==> config.mk <==
export PLATFORM = sky130hd
export DESIGN_NAME = if_fetch
export DESIGN_NICKNAME = d
export VERILOG_FILES = /design/src/rtl/if_fetch.sv
export SDC_FILE = /design/constraint.sdc
export NUM_CORES = 1
export LEC_CHECK = 0
export BUFFER_PORTS_ARGS = -buffer_cell sky130_fd_sc_hd__buf_2
export CORE_MARGIN = 3
export CORE_UTILIZATION = 54
export CTS_CLUSTER_DIAMETER = 200
export DETAILED_ROUTE_END_ITERATION = 8
export PLACE_DENSITY = 0.8
export SLEW_MARGIN = 20
export SYNTH_ARGS = -nofsm -noshare
export SYNTH_HDL_FRONTEND = slang
export SYNTH_SLANG_ARGS = --single-unit
==> constraint.sdc <==
create_clock -name clk -period 2.7 [get_ports clk]
set_clock_uncertainty 0.15 [all_clocks]
set_input_delay 0.405 -clock clk [delete_from_list [all_inputs] [get_ports clk]]
set_output_delay 0.405 -clock clk [all_outputs]
set_load 0.02 [all_outputs]
==> src/rtl/if_fetch.sv <==
// if_fetch: instruction-fetch stage. Four byte reads per instruction,
// assembled little-endian and handed to ID over valid/ready.
module if_fetch #(
  parameter logic [31:0] RESET_PC = 32'h0000_0000
) (
  input  logic        clk,
  input  logic        rst,
  output logic        if_request_o,
  output logic [31:0] if_addr_o,
  input  logic        if_grant_i,
  input  logic [7:0]  mem_data_i,
  input  logic        branch_flag_i,
  input  logic [31:0] branch_target_i,
  output logic        inst_valid_o,
  output logic [31:0] inst_o,
  output logic [31:0] inst_pc_o,
  input  logic        id_ready_i
);

  localparam logic [0:0] FETCH = 1'b0;
  localparam logic [0:0] HOLD  = 1'b1;

  logic [0:0]  state;
  logic [31:0] pc;
  logic [2:0]  issue_cnt;
  logic        pend;
  logic [1:0]  pend_idx;
  logic [31:0] asm_buf;

  logic accept;
  logic capture;
  logic last_byte;
  logic handshake;

  assign if_request_o = !rst
                     && !branch_flag_i
                     && (state == FETCH)
                     && (issue_cnt < 3'd4);

  assign if_addr_o = pc + {29'd0, issue_cnt};

  assign accept    = if_request_o && if_grant_i;
  // a byte landing in a branch cycle belongs to the old stream
  assign capture   = pend && !branch_flag_i;
  assign last_byte = capture && (pend_idx == 2'd3);
  assign handshake = inst_valid_o && id_ready_i;

  always_ff @(posedge clk) begin
    if (rst) begin
      state        <= FETCH;
      pc           <= RESET_PC;
      issue_cnt    <= 3'd0;
      pend         <= 1'b0;
      pend_idx     <= 2'd0;
      asm_buf      <= 32'd0;
      inst_valid_o <= 1'b0;
      inst_o       <= 32'd0;
      inst_pc_o    <= 32'd0;
    end else if (branch_flag_i) begin
      state        <= FETCH;
      pc           <= branch_target_i;
      issue_cnt    <= 3'd0;
      pend         <= 1'b0;
      inst_valid_o <= 1'b0;
    end else begin
      pend <= accept;
      if (accept) begin
        issue_cnt <= issue_cnt + 3'd1;
        pend_idx  <= issue_cnt[1:0];
      end
      if (capture) begin
        asm_buf[{pend_idx, 3'b000} +: 8] <= mem_data_i;
      end
      unique case (state)
        FETCH: begin
          if (last_byte) begin
            state        <= HOLD;
            inst_o       <= {mem_data_i, asm_buf[23:0]};
            inst_pc_o    <= pc;
            inst_valid_o <= 1'b1;
          end
        end
        HOLD: begin
          if (handshake) begin
            state        <= FETCH;
            pc           <= pc + 32'd4;
            issue_cnt    <= 3'd0;
            inst_valid_o <= 1'b0;
          end
        end
        default: state <= FETCH;
      endcase
    end
  end

endmodule

# After elaboration in Yosys (flattened, before gate mapping)
# Cells that the tools add are included.
[totals] ff_bits=136 latchBits=0 ram_bits=0 romBits=0 inputBits=45 word_cells=51 n_memories=0
[classes] n_addsub=4 mul=0 div_mod_pow=0 order_cmp=1 n_eq_ne=3 shifts=2 muxes=13 n_bitwise=2 reduce_logical=17
[ops] cell="two-way mux 32 bit" n=3
[ops] cell="adder 32 x 3 -> 32 bit" n=1
[ops] cell="adder 32 x 3 -> 32 bit, second input constant" n=1
[ops] cell="bitwise mux 32 bit" n=1
[ops] cell="variable shift 8 x 7 -> 32 bit, first input constant" n=1
[ops] cell="indexed part select 8 x 7 -> 32 bit" n=1
[ops] cell="two-way mux 3 bit" n=3
[ops] cell="AND reduction 2 bit" n=4
[ops] cell="logical AND 1 bit" n=7
[ops] cell="negator 5 -> 7 bit" n=1
[ops] cell="two-way mux 1 bit" n=4
[ops] cell="one-hot mux 1 bit (2 select lines)" n=2
[ops] cell="nonzero test 2 bit" n=2
[ops] cell="adder 3 x 1 -> 3 bit, second input constant" n=1
[ops] cell="less-than comparator 3 bit, second input constant" n=1
[ops] cell="AND reduction 3 bit" n=1
[ops] cell="equality test 2 bit, second input constant" n=1
[ops] cell="logical NOT 1 bit" n=2
[ops] cell="inequality test 2 x 1 -> 1 bit, second input constant" n=1
[ops] cell="inequality test 2 bit, second input constant" n=1
[ops] cell="inverter 1 bit" n=2
[ops] cell="OR reduction 2 bit" n=1

# Longest topological paths before layout
[depth] word_depth=8 mapped_depth=6

# Least setup slack after synthesis
# No wires, ideal clock.
[synth_timing] kind="flip-flop to output port" start="reg pc[2]" end="out if_addr_o[21]" arrival_time_ns=1.963 required_ns=2.145 path_slack_ns=0.182 path_stages_with_launch=6 path_buffers=0 cell_sequence="dfxtp_1 -> ha_1 -> a21oi_1 -> a211oi_1 -> nand3_1 -> xnor2_1"
[synth_between] elab_chain_len=1
[synth_rtl] item="start, declared" line="24" text="logic [31:0] pc;"
[synth_rtl] item="start signal, assigned" line="61" text="pc <= branch_target_i;"
[synth_rtl] item="start signal, assigned" line="86" text="pc <= pc + 32'd4;"
[synth_rtl] item="adder 32 x 3 -> 32 bit" line="40" text="assign if_addr_o = pc + {29'd0, issue_cnt};"
[synth_rtl] item="end, declared" line="9" text="output logic [31:0] if_addr_o,"
# No other way between the ends.

# Final worst setup path
[layout_timing] start="reg pc[2]" end="out if_addr_o[27]"
# The elaborated chain is that of the path after synthesis.

==> flow_summary.json <==
{
  "ys_ff_latch": 128,
  "yosysMostFrequentCell": "nand2_1",
  "synthTopCellsByCount": "152 x nand2_1, 128 x dfxtp_1, 73 x a21oi_1",
  "crit_required_ps": 2140,
  "layout-drive-gt1-share_pct": 32.77,
  "synth-xor-area-share_pct": 5.954,
  "drc": 0,
  "nFillCells": 711,
  "violations": "setup timing",
  "synth.largest_area_cell": "dfxtp_1",
  "clock_path_buffers": 2,
  "min_period_over_period_pct": 105.8,
  "path_clk_slew_ps": 60,
  "muxShareOfSynthArea_pct": 0.4979,
  "cts_tree": "built",
  "relSlewSlack_pct": 40.14,
  "grt_pass1_wl_um": 29980,
  "crit_path_start": "pc[2]",
  "cts_inserted_buffers": 17,
  "synth_top_family_by_area": "simple AND/OR/NAND/NOR gates",
  "cp-end-kind": "output port",
  "synth_adder_area_share_pct": 2.407,
  "cp_max_fo": 6,
  "hold_ws_ps": 12.62,
  "drt_iter0_markers": 539,
  "rsz0062_at_grt": "yes",
  "ys_top_cells_by_area": "dfxtp_1 42%, nand2_1 9.5%, a21oi_1 6.1%",
  "htreeDepth": 4,
  "ys_seq_area_share_pct": 42.49,
  "r2r_end": "asm_buf[19]",
  "wirelength_um": 18810,
  "grt_antenna_before_repair": 0,
  "dieArea_sq_mm": 0.01247,
  "max-cap-violations": 0,
  "gp_congestion": 0.9038,
  "rows": 37,
  "fmax_mhz": 349.9,
  "firstDrtPassIters": 5,
  "grt_usage_pct": 29.24,
  "p_total_mw": 4.817,
  "reg2reg_from": "pend_idx[0]",
  "die_w_um": 111.7,
  "cts-root-buf": "clkbuf_8",
  "status": "complete, but fails checks",
  "layout_min_cycle_time_ps": 2858,
  "synthArstFlopShare_pct": 0,
  "hold_path_class": "input pin to register",
  "vias_per_cell": 5.951,
  "worstMarginPinSlew_ps": 896.9,
  "synth_edf_count": 0,
  "p_leak_nw": 3.400,
  "clk-insertion-delay-late_ps": 530,
  "synth.avg_cell_area_sq_um": 8.353,
  "die_h_um": 111.7,
  "via_count": 6130,
  "ys_warn_count": 0,
  "yosys.area_share.simple_pct": 26.78,
  "cp_data_arrival_time_ps": 2300,
  "initial_core_util_pct": 56.89,
  "portBuffers": 142,
  "r2r_slack_ps": 260,
  "start_kind": "register",
  "synth_top_area_share_pct": 42.49,
  "coreArea_sq_mm": 0.01060,
  "grt_pass1_vias": 5939,
  "worst_slack_ps": -157.6,
  "crit_end": "if_addr_o[27]",
  "synth_nets": 778,
  "crit_type": "register to output port",
  "grt-ovfl-total": 0,
  "reg2reg_depth": 6,
  "yosysUniqueCellTypes": 62,
  "io_pins": 143,
  "synth_ff_type": "dfxtp_1",
  "synth_area_sq_mm": 0.006031,
  "route.antenna.remaining_nets": 0,
  "hold_viol": 0,
  "synth-compound-area-share_pct": 16.43,
  "wl_per_cell_um": 18.27,
  "clock-sinks": 128,
  "grt_max_degree": 91,
  "fin_nets": 937,
  "syn_to_final_growth_pct": 34.27,
  "hpwl_um": 12160,
  "ir_drop_v": 0.0004553,
  "drv_slew": 0,
  "power.density_mw_per_mm2": 594.9,
  "setup_violations": 25,
  "antennaDiodeCount": 0,
  "syn_inst": 722
}
==> routing by layer <==
| layer | GRT usage [%] | part of all wire [%] | vias to the layer above | routed length (um) |
|---|---|---|---|---|
| met5 | 0 | 0 | - | 0 |
| met1 | 38.35 | 41 | 2935 | 7737 |
| met4 | 12.98 | 2.6 | 0 | 492 |
| met3 | 6.196 | 8.3 | 38 | 1559 |
| li1 | - | - | 2841 | - |
| met2 | 46.48 | 48 | 316 | 9024 |
==> power by group <==
group	switching [mW]	internal, mW
Sequential	0.0757	1.93
Clock	0.911	1.51
Combinational	0.221	0.170
==> state kept, by name, summed over array words and instances, names as in the netlist <==
register / flops
pend: 1
asm_buf: 24
state: 1
issue_cnt: 3
inst_valid_o: 1
pend_idx: 2
pc: 32
inst_o: 32
inst_pc_o: 32
==> per-stage QoR <==
stage | setup WS [ps] | utilization [%] | setup TNS, ps | area [sq um] | cells
4_1_cts | -138.2 | 75.16 | -1492 | 7968 | 1024
2_1_floorplan | 182.2 | - | 0 | 6031 | 722
3_5_place_dp | 88.34 | 64.65 | 0 | 6854 | 970
6_report | -157.6 | 76.38 | -2291 | 8098 | 1030
5_1_grt | -246.5 | 76.38 | -4255 | 8098 | 1030
3_3_place_gp | 212.3 | 64.65 | 0 | 6854 | 970
==> placed cells by master, fill, tap and decap left out, types with 10 or more instances in the layout <==
| cell type | count |
|---|---|
| buf_2 | 116 |
| inv_1 | 14 |
| buf_4 | 65 |
| a211oi_1 | 15 |
| nand4_1 | 15 |
| dfxtp_2 | 14 |
| xor2_1 | 13 |
| dlygate4sd3_1 | 10 |
| dfxtp_1 | 109 |
| a21oi_1 | 71 |
| xnor2_1 | 20 |
| nand2_1 | 148 |
| and4_1 | 10 |
| a22oi_1 | 24 |
| clkbuf_16 | 16 |
| nor2_1 | 59 |
| nand3_1 | 15 |
==> how the worst min path moves through the flow <==
stage / start / end / cells past startpoint
6_report: branch_target_i[11] / pc[11] / 3
5_1_grt: branch_target_i[16] / pc[16] / 3
4_1_cts: branch_target_i[17] / pc[17] / 3
3_5_place_dp: asm_buf[2] / inst_o[2] / 2
3_3_place_gp: inst_o[25] / inst_o[25] / 2
2_1_floorplan: asm_buf[0] / inst_o[0] / 2
==> cells by family (layout without fill, tap and decap cells) <==
logic type	count (synthesis)	in the layout
AND/OR/NAND/NOR	318	318
XOR/XNOR	41	41
adder cells (fa/ha/maj)	11	11
flip-flops	128	128
buffers and inverters	71	243
multiplexers	3	3
AO/OA/AOI/OAI	150	150
==> worst max-delay path, stage by stage, from the launching register on <==
cell and delay [ps]:
dfxtp_2 340, ha_4 310, a21oi_4 70, a2111oi_4 370, buf_6 190, buf_4 120
nand3_4 60, xnor2_2 140, buf_4 160
==> area by class of cell <==
type | instances | area [sq um] | area share, %
timing repair buffer | 197 | 1245 | 15.37
tap | 136 | 170.2 | 2.101
inverter | 14 | 52.55 | 0.6489
multi-input combinational | 523 | 3410 | 42.10
clock buffer | 17 | 414.1 | 5.114
clock inverter | 15 | 207.7 | 2.565
sequential | 128 | 2599 | 32.09
==> timing repair <==
| item | in CTS | in global routing |
|---|---|---|
| hold buffers | 9 | 1 |
| gates resized for setup | 80 | 18 |
| endpoints found under the setup margin | 28 | 26 |
| hold endpoints to repair | 9 | 1 |
| setup buffers | 18 | 6 |
| pin swaps | 21 | 16 |
Power figures use the tool's default switching activity.
